[src/rtl/vec_issue_sequencer.sv]
// Vector issue sequencer: splits a VL-element vector op into LANES-wide beats,
// pulses the register-file commit, and raises stalls for busy/RAW hazards.
module vec_issue_sequencer #(
    parameter int NUM_ELEMS = 16,
    parameter int LANES     = 4,
    parameter int ADDR_W    = 4,
    parameter int IDX_W     = $clog2(NUM_ELEMS)
) (
    input  logic              clk,
    input  logic              reset,
    input  logic              IssueD,
    input  logic [ADDR_W-1:0] WA3D,
    input  logic [IDX_W:0]    VLD,
    input  logic [ADDR_W-1:0] RA1D,
    input  logic [ADDR_W-1:0] RA2D,
    input  logic              Abort,
    output logic              Busy,
    output logic              StallVec,
    output logic              BeatValid,
    output logic [IDX_W-1:0]  ElemIdx,
    output logic [LANES-1:0]  LaneEn,
    output logic [ADDR_W-1:0] WA3V,
    output logic              RegWriteV,
    output logic              Done
);

    typedef enum logic [1:0] {
        IDLE   = 2'd0,
        RUN    = 2'd1,
        COMMIT = 2'd2
    } seqState_t;

    localparam logic [IDX_W:0]   MAX_VL    = (IDX_W+1)'(NUM_ELEMS);
    localparam logic [IDX_W:0]   LANES_EXT = (IDX_W+1)'(LANES);
    localparam logic [IDX_W-1:0] LANES_IDX = IDX_W'(LANES);

    seqState_t      state, stateNext;
    logic [IDX_W:0] vl;
    logic [IDX_W:0] vlClamped;
    logic [IDX_W:0] elemIdxExt;
    logic           accept;
    logic           lastBeat;

    assign vlClamped  = (VLD > MAX_VL) ? MAX_VL : VLD;
    assign elemIdxExt = {1'b0, ElemIdx};
    assign accept     = (state == IDLE) && IssueD && !Abort;
    assign lastBeat   = (elemIdxExt + LANES_EXT) >= vl;

    // State register.
    always_ff @(posedge clk or posedge reset) begin
        // NOTE: sequential state uses non-blocking assignments so every register
        // samples pre-edge values; blocking here would create order-dependent races.
        if (reset) begin
            state <= IDLE;
        end else begin
            state <= stateNext;
        end
    end

    // Next-state logic.
    always_comb begin
        // NOTE: default assignment first so every path drives stateNext and no latch is inferred.
        stateNext = state;
        unique case (state)
            IDLE: begin
                if (accept) begin
                    stateNext = (vlClamped != '0) ? RUN : COMMIT;
                end
            end
            RUN: begin
                if (Abort) begin
                    stateNext = IDLE;
                end else if (lastBeat) begin
                    stateNext = COMMIT;
                end
            end
            COMMIT: begin
                stateNext = IDLE;
            end
            default: begin
                stateNext = IDLE;
            end
        endcase
    end

    // Op context: destination, clamped length and beat index. ElemIdx holds on
    // the final beat so it still shows the last base index during COMMIT.
    always_ff @(posedge clk or posedge reset) begin
        if (reset) begin
            WA3V    <= '0;
            vl      <= '0;
            ElemIdx <= '0;
        end else if (accept) begin
            WA3V    <= WA3D;
            vl      <= vlClamped;
            ElemIdx <= '0;
        end else if ((state == RUN) && !Abort && !lastBeat) begin
            ElemIdx <= ElemIdx + LANES_IDX;
        end
    end

    // Output decode from state.
    always_comb begin
        Busy      = 1'b0;
        BeatValid = 1'b0;
        RegWriteV = 1'b0;
        Done      = 1'b0;
        LaneEn    = '0;
        unique case (state)
            RUN: begin
                Busy      = 1'b1;
                BeatValid = 1'b1;
                for (int i = 0; i < LANES; i++) begin
                    LaneEn[i] = (elemIdxExt + (IDX_W+1)'(i)) < vl;
                end
            end
            COMMIT: begin
                Busy      = 1'b1;
                // A flush in the commit cycle must not reach the register file.
                RegWriteV = !Abort;
                Done      = !Abort;
            end
            default: begin
            end
        endcase
    end

    assign StallVec = Busy & (IssueD | (RA1D == WA3V) | (RA2D == WA3V));

endmodule

[config.mk]
export PLATFORM = sky130hd
export DESIGN_NAME = vec_issue_sequencer
export DESIGN_NICKNAME = d
export VERILOG_FILES = /design/src/rtl/vec_issue_sequencer.sv
export SDC_FILE = /design/constraint.sdc
export NUM_CORES = 1
export LEC_CHECK = 0
export CORE_MARGIN = 2
export CORE_UTILIZATION = 39
export CTS_CLUSTER_SIZE = 28
export DETAILED_ROUTE_END_ITERATION = 12
export PLACE_DENSITY = 0.75
export SLEW_MARGIN = 20
export SYNTH_ARGS = -nofsm -noshare
export SYNTH_HDL_FRONTEND = slang
export SYNTH_SLANG_ARGS = --single-unit
[constraint.sdc]
create_clock -name clk -period 1.8 [get_ports clk]
set_input_delay 0.18 -clock clk [delete_from_list [all_inputs] [get_ports clk]]
set_output_delay 0.18 -clock clk [all_outputs]
set_load 0.005 [all_outputs]
* Word level (Yosys, flattened, before mapping) *
Cells that the tools add are included.

storage, ports and cells
  bits in registers = 15
  input port bits = 21
  output and inout bits = 17
  word-level logic and storage cells = 47

operators by class
  add/subtract/negate cells = 5
  $lt $le $gt $ge = 6
  eq/ne operators = 6
  multiplexer cells = 12
  bitwise logic cells = 3
  reductions and logical operators = 11

operator list
  kind                   number
  $lt A5 B5 Y1           3
  $mux W4                3
  $add A4 B2 Y5 const B  2
  $eq A4 B4 Y1           2
  $mux W2                4
  $add A4 B1 Y5 const B  1
  $add A4 B3 Y5 const B  1
  $ge A5 B5 Y1           1
  $gt A5 B5 Y1 const B   1
  $lt A4 B5 Y1           1
  $mux W5                1
  $reduce_bool A5 Y1     1
  $add A4 B3 Y4 const B  1
  $logic_and A1 B1 Y1    4
  $pmux W2 S2            1
  $mux W1                3
  $ne A3 B3 Y1 const B   1
  $eq A2 B1 Y1 const B   1
  $eq A2 B2 Y1 const B   1
  $logic_not A1 Y1       2
  $logic_not A2 Y1       1
  $ne A2 B2 Y1 const B   1
  $or A1 B1 Y1           2
  $reduce_and A2 Y1      1
  3 further kinds        3

* Depth between registers and ports, before layout *
  word-level depth = 6
  mapped depth = 6
  gate-level depth less buffers = 6

* Worst setup path after synthesis *
No wires, ideal clock.

  path kind = register -> register
  start = register ElemIdx[2]
  end = register state[0]
  setup time = 134 ps
  data arrival time = 1613 ps
  data required time = 1666 ps
  slack = 53 ps
  cell stages (with the launch flop) = 7
  buffers on the path = 0
  clock period less this slack = 1747 ps
  cell sequence = dfrtp_1 ha_1 ha_1 nand4bb_1 a21boi_1 a2bb2oi_1 o22ai_1

between the ends
  cells in the longest elaborated chain, start to end = 4

ends and longest elaborated chain
  item                         RTL line  text
  start: declaration           20        output logic [IDX_W-1:0] ElemIdx,
  start signal: assignment     98        ElemIdx <= ElemIdx + LANES_IDX;
  $add A4 B3 Y5                47        assign lastBeat = (elemIdxExt + LANES_EXT) >= vl;
  $ge A5 B5 Y1                 47
  $ne A3 B3 Y1 (no line)       n/a
  $reduce_and A2 Y1 (no line)  n/a
  end signal: assignment       56        state <= stateNext;
  end: declaration             37        seqState_t state, stateNext;

No other way between the ends.
A chain may end at the register's enable or synchronous reset.

* Worst setup path after layout *
Ends and elaborated chain as after synthesis.

==> impl_metrics.toml <==
[detailed_routing]
drc = 0
wl_per_cell_um = 13.5
routed_wl_um = 2540
viasPerCell = 4.98
first_pass_iters = 4
drtAntennaViolNets = 0
via_count = 936
drtIter0Drc = 7

[clocking]
root_buffer = "clkbuf_4"
clockBufferDepth = 2
numCtsBuffers = 3
hold_buffers = 0
clkLatencyLatePin_ns = 0.28
clk_pin_slew_ns = 0.08
clock-sinks = 13
cts_tree = "yes"
h-tree-depth = 1

[yosys]
synth-async-reset-ratio_pct = 100
netlist_instances = 102
synth-main-ff-cell = "dfrtp_1"
ys_ff_latch = 13
synth-edff-count = 0
yosys.area.top_type_share_pct = 32.4
synth_area_leader_cell = "dfrtp_1"
ys_seq_area_share_pct = 32.4
netlist-cell-type-count = 35
synth_area_um2 = 1000
yosys_warnings = 0
syn_area_per_cell_um2 = 9.84
netlist_top_cells_area = "dfrtp_1 (32%), ha_1 (16%), xor2_1 (7.0%)"

[sta]
final_hold_viol_count = 0
report.final.slew_viol_count = 0
fin_crit_ns = 1.93
finalSetupViolations = 6
slew_headroom_pct = 65.1
skew_ns = 0.00851
worst_slack_ns = -0.126
worst_slew_pin_slew_ns = 0.523
grt_setup_unrepaired = "yes"
fmax_mhz = 519
period_share_pct = 107

[status]
status = "finished with violations"
violations = "setup timing"

[global_route]
grt_antenna_before_repair = 0
grt_pass1_vias = 894
grt_overflow = 0
grt_max_degree = 14
grtUsageTotal_pct = 19.0
grt_pass1_wl_um = 4060

[setup_path]
worst_ep_required_time_ns = 1.97
crit_family = "compound AO/OA/AOI/OAI gates"
crit_cells = 8
cp-end-kind = "flip-flop"
critical_path_buf_inv_count = 2
cp_max_fo = 3
criticalPathCategory = "reg2reg"
crit_arrival_ns = 2.10
critPathSlowestCell = "dfrtp_1"
reg2reg_depth = 8
crit_chain = "buf_6 -> buf_6 -> ha_4 -> ha_4 -> nand4bb_1 -> a21boi_2 -> a2bb2oi_2 -> o22ai_2"
cpPeakStageDelay_ns = 0.40
r2r_setup_slack_ns = -0.13
start_kind = "flip-flop"

[power_and_ir_drop]
peakVddDrop_uv = 1020
finalPower_mw = 2.50
switchingPower_uw = 966
internal_power_mw = 1.54
clock_power_share_pct = 7.4
swShare_pct = 38.6
p_leak_nw = 0.767
power_frac_comb_pct = 69.8
seq_power_share_pct = 22.8
p_per_area_nw_per_um2 = 1530

[layout]
layout_common_cells = "clkdlybuf4s50_1 (27), buf_4 (17), dfrtp_1 (12)"
final_area_um2 = 1640
stdcell_count = 188
final_common_cell = "clkdlybuf4s50_1"
utilization_pct = 66.8
layout.nets = 193
area_delta_synth_final_pct = 63.5
layout-drive-gt1-share_pct = 35.4
n_antenna_cell = 0

[floorplan]
die_x_um = 54.7
die_y_um = 54.7
die-area_um2 = 2990
start_util_pct = 40.9
core_area_um2 = 2450
num_rows = 18
ios = 38

[run]
cap_violations = 0

[place]
finalWeightedCongestion = 0.702
dp_cells = 176
placed_area_um2 = 1460
dp_slack_ns = -0.184
dp_hpwl_um = 1830
port_buffers = 35

[worst_hold_path]
min_path_type = "in2async"
==> synthesized netlist by cell type (2+ instances only) <==
| cell type | count |
|---|---|
| nor4_1 | 2 |
| xor2_1 | 8 |
| mux2_2 | 5 |
| ha_1 | 13 |
| nand2b_1 | 7 |
| buf_4 | 3 |
| dfrtp_1 | 13 |
| inv_1 | 7 |
| o21ai_1 | 4 |
| a21oi_1 | 3 |
| nand2_1 | 9 |
| nor2b_1 | 2 |
| o21ai_0 | 3 |
| mux2i_1 | 2 |
==> sequential cells by signal (all words and copies together), names as in the netlist <==
signal and count:
WA3V 4, state 2, ElemIdx 2, vl 5
==> path summary, 6_finish.rpt <==
| path | from | end |
|---|---|---|
| worst max-delay path | ElemIdx[2] | state[0] |
| worst min-delay path | reset | WA3V[0] |
| worst max register to register | ElemIdx[2] | state[0] |
| worst min register to register | vl[3] | vl[3] |
| max in group asynchronous | reset | ElemIdx[3] |
| min in group clk | VLD[2] | vl[2] |
==> routing by layer <==
layer  up-vias  share of wire (%)  GRT usage (%)
met5         -                  0              0
met4         0                1.6           6.25
met3         5                3.3           2.46
met2        20                 52           31.0
met1       452                 43           25.8
li1        459                  -              -
==> timing repair <==
item / in CTS / in global routing
gates resized for setup: 37 / 11
pin swaps: 14 / 6
buffers inserted: 6 / 3
hold endpoints to repair: 0 / 0
endpoints found under the setup margin: 9 / 12
==> cells by family after synthesis <==
logic type	count (synthesis)	share of synthesized area [%]
AND/OR/NAND/NOR	30	17.7
AO/OA/AOI/OAI	18	13.0
adder cells (fa/ha/maj)	13	16.2
flip-flops	13	32.4
buffers and inverters	12	5.74
XOR/XNOR	8	6.98
multiplexers	7	7.61
other	1	0.374
==> per-stage QoR <==
step,TNS (ns),hold WS (ns)
2_1_floorplan,0,0.0570
3_3_place_gp,-0.803,0.471
3_5_place_dp,-1.16,0.477
4_1_cts,-0.477,0.238
5_1_grt,-1.13,0.294
6_report,-0.436,0.220
==> power groups by stage <==
stage | sequential, mW | combinational [mW] | clock, mW
after floorplan | 0.549 | 0.775 | 0
after global placement | 0.566 | 1.36 | 0
after CTS | 0.569 | 1.66 | 0.184
after detailed placement | 0.572 | 1.40 | 0
after global routing | 0.591 | 1.95 | 0.199
final | 0.571 | 1.75 | 0.185
==> final cells by class <==
cell class	count	area [um2]
fillers	191	815
multi-input cells	79	718
inverters	7	28.8
clock buffers	4	26.3
flip-flops and latches	13	327
repair buffers	55	503
well taps	30	37.5
No activity file was read; power rests on OpenSTA's default activity.
